==> config.mk <==
export PLATFORM = sky130hd
export DESIGN_NAME = irq_sequencer
export DESIGN_NICKNAME = d
export VERILOG_FILES = /design/src/rtl/irq_pkg.sv /design/src/rtl/irq_prio_enc.sv /design/src/rtl/irq_sequencer.sv
export SDC_FILE = /design/constraint.sdc
export NUM_CORES = 1
export LEC_CHECK = 0
export BUFFER_PORTS_ARGS = -buffer_cell sky130_fd_sc_hd__buf_2
export CAP_MARGIN = 25
export CORE_MARGIN = 5
export CORE_UTILIZATION = 51
export DETAILED_ROUTE_END_ITERATION = 7
export PLACE_DENSITY = 0.83
export SLEW_MARGIN = 15
export SYNTH_ARGS = -nofsm -noshare
export SYNTH_HDL_FRONTEND = slang
export SYNTH_SLANG_ARGS = --single-unit
==> constraint.sdc <==
create_clock -name clk -period 2.05 [get_ports clk]
set_input_delay 0.205 -clock clk [delete_from_list [all_inputs] [get_ports clk]]
set_output_delay 0.205 -clock clk [all_outputs]
set_load 0.01 [all_outputs]
==> src/rtl/irq_pkg.sv <==
// irq_pkg: shared FSM encoding and default vector/opcode constants for the interrupt sequencer.
package irq_pkg;
    typedef enum logic [1:0] {IDLE, RAISE, ISR, DRAIN} irq_state_e;
    localparam logic [5:0]  OP_RETI_DEF    = 6'h1E;
    localparam logic [15:0] VEC_BASE_DEF   = 16'h0F00;
    localparam logic [15:0] VEC_STRIDE_DEF = 16'h0004;
endpackage

==> src/rtl/irq_prio_enc.sv <==
// irq_prio_enc: fixed-priority encoder, lowest set index wins.
module irq_prio_enc #(
    parameter int N  = 4,
    parameter int IW = $clog2(N)
) (
    input  logic [N-1:0]  eligible_i,
    output logic          any_o,
    output logic [IW-1:0] idx_o
);
    always_comb begin
        any_o = |eligible_i;
        idx_o = '0;
        for (int i = N - 1; i >= 0; i--)
            if (eligible_i[i]) idx_o = IW'(i);
    end
endmodule

==> src/rtl/irq_sequencer.sv <==
// irq_sequencer: captures interrupt edges, masks and prioritises them, and
// sequences one interrupt at a time into the jump-control block.
module irq_sequencer
    import irq_pkg::*;
#(
    parameter int               N_SRC      = 4,
    parameter int               ADDR_W     = 16,
    parameter int               OP_W       = 6,
    parameter logic [ADDR_W-1:0] VEC_BASE   = VEC_BASE_DEF,
    parameter logic [ADDR_W-1:0] VEC_STRIDE = VEC_STRIDE_DEF,
    parameter logic [OP_W-1:0]   OP_RETI    = OP_RETI_DEF,
    parameter int               TAKE_TO    = 8,
    localparam int              IW         = $clog2(N_SRC),
    localparam int              CW         = $clog2(TAKE_TO + 1)
) (
    input  logic              clk,
    input  logic              reset,
    input  logic [N_SRC-1:0]  irq_in,
    input  logic              mask_we,
    input  logic [N_SRC-1:0]  mask_wdata,
    input  logic [OP_W-1:0]   op,
    input  logic              pc_mux_sel,
    output logic              interrupt,
    output logic [ADDR_W-1:0] vector_addr,
    output logic [N_SRC-1:0]  irq_ack,
    output logic [N_SRC-1:0]  pending,
    output logic [N_SRC-1:0]  mask,
    output logic              in_isr,
    output logic [IW-1:0]     active_id
);
    irq_state_e        state_q;
    logic [N_SRC-1:0]  irq_prev_q, rise_q, pending_q, pending_d, mask_q, irq_ack_q, clr;
    logic [CW-1:0]     cnt_q;
    logic              interrupt_q, in_isr_q, any;
    logic [IW-1:0]     active_id_q, win;
    logic [ADDR_W-1:0] vector_q, vec_d;

    irq_prio_enc #(.N(N_SRC), .IW(IW)) u_enc (
        .eligible_i(pending_q & mask_q),
        .any_o     (any),
        .idx_o     (win)
    );

    // A rise landing on the bit being cleared wins, so the edge is never lost.
    always_comb begin
        clr       = (state_q == RAISE && pc_mux_sel) ? N_SRC'(1) << active_id_q : '0;
        pending_d = (pending_q & ~clr) | rise_q;
        vec_d     = ADDR_W'(VEC_BASE + ADDR_W'(win) * VEC_STRIDE);
    end

    always_ff @(posedge clk) begin
        if (!reset) begin
            state_q     <= IDLE;
            irq_prev_q  <= '0;
            rise_q      <= '0;
            pending_q   <= '0;
            mask_q      <= '0;
            irq_ack_q   <= '0;
            cnt_q       <= '0;
            interrupt_q <= 1'b0;
            in_isr_q    <= 1'b0;
            active_id_q <= '0;
            vector_q    <= '0;
        end else begin
            irq_prev_q <= irq_in;
            rise_q     <= irq_in & ~irq_prev_q;
            pending_q  <= pending_d;
            irq_ack_q  <= clr;
            if (mask_we) mask_q <= mask_wdata;
            case (state_q)
                IDLE: if (any) begin
                    active_id_q <= win;
                    vector_q    <= vec_d;
                    cnt_q       <= '0;
                    interrupt_q <= 1'b1;
                    state_q     <= RAISE;
                end
                RAISE: if (pc_mux_sel) begin
                    interrupt_q <= 1'b0;
                    in_isr_q    <= 1'b1;
                    state_q     <= ISR;
                end else if (cnt_q == CW'(TAKE_TO - 1)) begin
                    interrupt_q <= 1'b0;
                    state_q     <= IDLE;
                end else begin
                    cnt_q <= cnt_q + 1'b1;
                end
                ISR: if (op == OP_RETI) begin
                    in_isr_q <= 1'b0;
                    state_q  <= DRAIN;
                end
                default: state_q <= IDLE;
            endcase
        end
    end

    assign interrupt   = interrupt_q;
    assign vector_addr = vector_q;
    assign irq_ack     = irq_ack_q;
    assign pending     = pending_q;
    assign mask        = mask_q;
    assign in_isr      = in_isr_q;
    assign active_id   = active_id_q;
endmodule

==> reports/results.ini, run 1 <==
[outcome]
status=complete, no violations

[clock_tree]
cts_setup_buffers=0
post_cts_resized=0
cts.clk_slew.worst_paths_ns=0.09
ctsHoldBuffers=0
clk_path_buf_depth=2
numClockSinks=31
cts_buffers=5
cts-root-buf=clkbuf_4
htree_levels=2
cts_tree=built
clk_latency_ns=0.32

[hold_path]
whs_path_depth=2
hp-start=irq_in[3]
hold_end=irq_prev_q[3]
min_path_type=in2reg

[sta]
tightest_slew_ns=0.5284
fin_skew_ns=0.005451
hold_viol_final=0
whs_ns=0.1027
slew_headroom_pct=64.71
rsz0062_at_grt=no
setup_violations=0
min_period_over_period_pct=73.77
layout_min_cycle_time_ns=1.512
fmax_ghz=0.6613
maxSlewViolCount=0
setup_tns_ns=0

[global_routing]
antenna_found_initial=0
grtUsageTotal_pct=14.29
grt_pass1_vias=879
grt_max_degree=15
overflow=0
grt_pass1_wl_um=3815

[pwr]
power_density_nw_per_um2=747.6
sw_frac_of_total_pct=25.70
internal_power_w=0.0008187
combinationalPowerShare_pct=11.4
finalPower_w=0.001102
power_frac_seq_pct=59.4
p_leak_nw=0.6592
clockPowerShare_pct=29.2
switching_power_w=0.0002832
peakVddDrop_mv=0.4851

[logic_synthesis]
synth_seq_cells=31
yosys-top-cells-count=dfxtp_1, buf_4, nor2_1
synthTopCellsByArea=dfxtp_1, buf_4, nor2_1, a21oi_1, mux2i_1
synth_flop_cell=dfxtp_1
yosysMostFrequentCell=dfxtp_1
synth_edf_count=0
syn-cell-area_sq_um=1286
syn_inst=141
synthDistinctLibCells=31
synth_top_area_share_pct=48.25
synth_area_leader_cell=dfxtp_1
yosysWarnings=0
syn_avg_cell_area_sq_um=9.122
yosysSeqAreaShare_pct=48.25
ys_async_sr_fraction_pct=0

[worst_setup_path]
critical_path_arrival_ns=1.75
path_max_fanout=8
cp.required_ns=2.29
path_class=reg2reg
rrSetupSlack_ns=0.54
r2r_cells=4
cp-start-kind=register
r2r_end=cnt_q[3]
r2r_start=pending[2]
endpoint_kind=register

[detailed_routing]
drc=0
drt-total-wl_um=2508
drt_iter0_markers=31
viasPerCell=4.995
vias=1039
drt_first_pass_iters=4
routedWlPerCell_um=12.06
antenna_left=0

[floorplan]
die_h_um=60.22
die_w_um=60.22
die_area_sq_um=3626
ios=50
start_util_pct=52.40
core-area_sq_um=2455
fp-row-count=18

[cells_and_area]
drive_above_1_share_pct=27.53
multi_input_area_sq_um=540.5
n_antenna_cell=0
nets=196
filler_cell_count=212
regArea_sq_um=620.6
syn2layout_area_growth_pct=14.59

[flow_run]
maxCapViolCount=0

[placed_design]
dpl.hpwl_um=1963
gp_congestion=0.8536
portBuffers=39

[registers in the layout, summed over array words and instances, names as in the netlist]
signal	count
rise_q	4
mask	4
irq_prev_q	4
active_id	1
cnt_q	4
vector_addr	2
in_isr	1
pending	4
irq_ack	4
state_q	2
interrupt	1
[routing by layer]
metal,up-vias,global-route usage (%),part of all wire (%)
li1,526,-,-
met1,466,15.47,39
met2,41,23.92,50
met3,6,4.536,9.5
met4,0,8.861,1.3
met5,-,0,0
[layout make-up]
type	instances	share of cell area (%)
tap	30	2.547
clock inverter	1	0.3396
timing repair buffer	39	13.24
clock buffer	7	3.056
sequential	31	42.11
inverter	8	2.037
multi-input combinational	92	36.67
[layout by cell type (no fill, tap or decap), types with 5 or more instances in the layout]
master and instances:
conb_1 10, nor2b_1 6, nand2_1 10, nor2_1 12
a21oi_1 8, buf_2 39, clkbuf_4 5, o21ai_0 6
nor3_1 6, inv_1 8, dfxtp_1 31
[worst max-delay path by stage]
| stage | start | slack (ns) | end | cells past startpoint |
|---|---|---|---|---|
| floorplan | pending[2] | 0.73 | cnt_q[3] | 4 |
| detailed placement | pending[2] | 0.55 | cnt_q[3] | 4 |
| global route | state_q[0] | 0.44 | cnt_q[2] | 4 |
| global placement | pending[2] | 0.60 | cnt_q[2] | 4 |
| CTS | pending[2] | 0.54 | cnt_q[2] | 4 |
| finish | pending[2] | 0.54 | cnt_q[3] | 4 |
[cells by family (layout without fill, tap and decap cells)]
| logic type | Yosys count | after routing | synth area share [%] |
|---|---|---|---|
| simple gates | 51 | 51 | 20.43 |
| flops | 31 | 31 | 48.25 |
| buf+inv | 27 | 55 | 12.35 |
| compound gates | 26 | 26 | 14.59 |
| mux | 4 | 4 | 3.113 |
| fa+ha+maj | 1 | 1 | 0.9726 |
| other cells | 1 | 10 | 0.2915 |
[critical path, cell delays in order (launching register included)]
cell      delay [ns]
dfxtp_1         0.34
a22oi_1         0.36
a211oi_2        0.22
or3_1           0.38
a31oi_1         0.13
[through the flow]
stage | worst slack [ns] | cells | util (%) | area (sq um)
final | 0.5378 | 208 | 60.04 | 1474
after global placement | 0.6041 | 200 | 58.00 | 1424
after floorplan | 0.7286 | 150 | - | 1320
after detailed placement | 0.5491 | 200 | 58.00 | 1424
after CTS | 0.5361 | 208 | 60.04 | 1474
after global routing | 0.4426 | 208 | 60.04 | 1474
[power by group through the flow]
| stage | combinational, W | clock (W) | sequential (W) |
|---|---|---|---|
| detailed placement | 0.000127 | 0 | 0.000668 |
| CTS | 0.000127 | 0.000329 | 0.000654 |
| finish | 0.000126 | 0.000321 | 0.000654 |
| floorplan | 0.0000939 | 0 | 0.000670 |
| global route | 0.000139 | 0.000356 | 0.000659 |
| global placement | 0.000123 | 0 | 0.000667 |
No activity file was read; power rests on OpenSTA's default activity.
==> run 2: changes to the inputs <==
--- a/config.mk
+++ b/config.mk
@@ -8,9 +8,9 @@
 export BUFFER_PORTS_ARGS = -buffer_cell sky130_fd_sc_hd__buf_2
 export CAP_MARGIN = 25
 export CORE_MARGIN = 5
-export CORE_UTILIZATION = 51
+export CORE_UTILIZATION = 47
 export DETAILED_ROUTE_END_ITERATION = 7
-export PLACE_DENSITY = 0.83
+export PLACE_DENSITY = 0.77
 export SLEW_MARGIN = 15
 export SYNTH_ARGS = -nofsm -noshare
 export SYNTH_HDL_FRONTEND = slang
==> constraint.sdc (replaced) <==
create_clock -name clk -period 1.4 [get_ports clk]
set_input_delay 0.14 -clock clk [delete_from_list [all_inputs] [get_ports clk]]
set_output_delay 0.14 -clock clk [all_outputs]
set_load 0.01 [all_outputs]
==> run 2 against run 1 <==
Against the previous run: via count up 4.8%; global-route usage up 1.1 points; critical path type unchanged; critical endpoint unchanged; routed wire length up 11%; clock-buffer cell count up 1; maximum frequency up 14%; cell count up 5.3%; highest routed layer unchanged.
==> reports/results.ini, run 2 (synthesis gave the netlist of run 1 again) <==
[sta]
layout_min_cycle_time_ns=1.325  ; -0.1875 ns
setup_slack_ns=0.07528  ; -0.4625 ns
rsz0062_at_grt=no
maxSlewViolCount=0  ; unchanged
fin_skew_ns=0.006789  ; +0.001338 ns
whs_ns=0.02507  ; -0.07760 ns
hold_viol_final=0  ; unchanged
fmax_ghz=0.7549  ; +14%
min_period_over_period_pct=94.62  ; +21 points
setup_violations=0  ; unchanged

[cells_and_area]
fin_util_pct=60.04  ; about the same
syn2layout_area_growth_pct=25.39
n_antenna_cell=0  ; unchanged
final_cell_mix=buf_2, dfxtp_1, nor2_1
finalNonFillerCells=219  ; +5.3%
final_common_cell=buf_2
nets=206  ; +5.1%
drive_above_1_share_pct=36.70  ; +9.2 points
filler_cell_count=228  ; +7.5%

[clock_tree]
clk_latency_ns=0.33  ; about the same
cts.clk_slew.worst_paths_ns=0.09  ; about the same
cts_buffers=5  ; unchanged
numClockSinks=31  ; unchanged
clk_path_buf_depth=2  ; unchanged
cts_tree=built
htree_levels=2  ; unchanged
cts-root-buf=clkbuf_4
ctsHoldBuffers=0  ; unchanged

[worst_setup_path]
critical_path_arrival_ns=1.59  ; -0.16 ns
path_max_fanout=5  ; -3
cp-start-kind=register
endpoint_kind=register
path_class=reg2reg
cp.required_ns=1.66  ; -0.63 ns

[global_routing]
grt_pass1_vias=1085  ; +23%
grt_pass1_wl_um=4816  ; +26%
grt_max_degree=15  ; unchanged
grtUsageTotal_pct=15.35  ; +1.1 points
use_met3_pct=7.387  ; +2.9 points
met2_usage_pct=25.00  ; +1.1 points
grt.busiest_layer=met2
met1_usage_pct=17.32  ; +1.9 points
overflow=0  ; unchanged
antenna_found_initial=0  ; unchanged

[pwr]
p_leak_nw=0.7198  ; +9.2%
peakVddDrop_mv=0.9048  ; +87%
power_density_nw_per_um2=1097  ; +47%

[detailed_routing]
antenna_left=0  ; unchanged
drc=0  ; unchanged
viasPerCell=4.973  ; -0.45%
drt_iter0_markers=61  ; +97%
drt-total-wl_um=2775  ; +11%
routedWlPerCell_um=12.67  ; +5.1%
vias=1089  ; +4.8%
drt_first_pass_iters=4  ; unchanged

[placed_design]
gp_congestion=0.8214  ; -3.8%
dpl.hpwl_um=2085  ; +6.2%
dp_cells=210  ; +5.0%
portBuffers=39  ; unchanged
post-place-ws_ns=-0.03969  ; -0.5888 ns

[floorplan]
core-area_sq_um=2686  ; +9.4%
die_h_um=62.32  ; +3.5%
ios=50  ; unchanged
die_area_sq_um=3883  ; +7.1%
start_util_pct=47.88  ; -4.5 points
die_w_um=62.32  ; +3.5%
fp-row-count=19  ; +1

[outcome]
status=complete, no violations

[hold_path]
min_path_type=in2reg

[flow_run]
maxCapViolCount=0  ; unchanged

-- run 2: path summary, 6_finish.rpt --
kind | from | endpoint | slack [ns] | cells after the start
worst max-delay path | pending[1] | cnt_q[3] | 0.08 | 4
worst min-delay path | irq_in[2] | irq_prev_q[2] | 0.03 | 2
worst max register to register | pending[1] | cnt_q[3] | 0.08 | 4
worst min register to register | irq_prev_q[0] | rise_q[0] | 0.38 | 1
-- run 2: layer usage --
layer / wire [um] / up-vias
met1: 1122 / 495
met4: 46 / 0
met2: 1345 / 43
met5: 0 / -
met3: 260 / 5
li1: - / 546
-- run 2: worst max-delay path, stage by stage, from the launching register on --
cell      delay [ns]
dfxtp_1         0.36
a22oi_2         0.28
a211oi_4        0.13
or3_1           0.36
a31oi_1         0.13
-- run 2: repair_timing --
item | 4_1_cts | 5_1_grt
gates resized for setup | 1 | 11
setup buffers | 0 | 1
endpoints found under the hold margin | 0 | 0
setup endpoints to repair | 2 | 9
pin swaps | 1 | 2
-- run 2: area by class of cell --
| cell class | instances | area (sq um) | area share, % |
|---|---|---|---|
| Tap cell | 31 | 38.79 | 2.405 |
| Timing Repair Buffer | 49 | 270.3 | 16.76 |
| Multi-Input combinational cell | 92 | 575.6 | 35.69 |
| Sequential cell | 31 | 629.4 | 39.02 |
| Clock buffer | 8 | 68.82 | 4.267 |
| Inverter | 8 | 30.03 | 1.862 |
-- run 2: through the flow --
step | total power, W | instance area [sq um] | TNS (ns)
floorplan | 0.001119 | 1320 | 0
global placement | 0.001180 | 1493 | 0
detailed placement | 0.001188 | 1493 | -0.07401
CTS | 0.001772 | 1563 | 0
global route | 0.001862 | 1613 | 0
finish | 0.001770 | 1613 | 0
-- run 2: power by group --
part / internal (W) / switching [W] / total [W]
logic: 0.000105 / 0.000119 / 0.000224
clock network: 0.000295 / 0.000292 / 0.000588
registers: 0.000924 / 0.0000350 / 0.000959
total: 0.00132 / 0.000446 / 0.00177
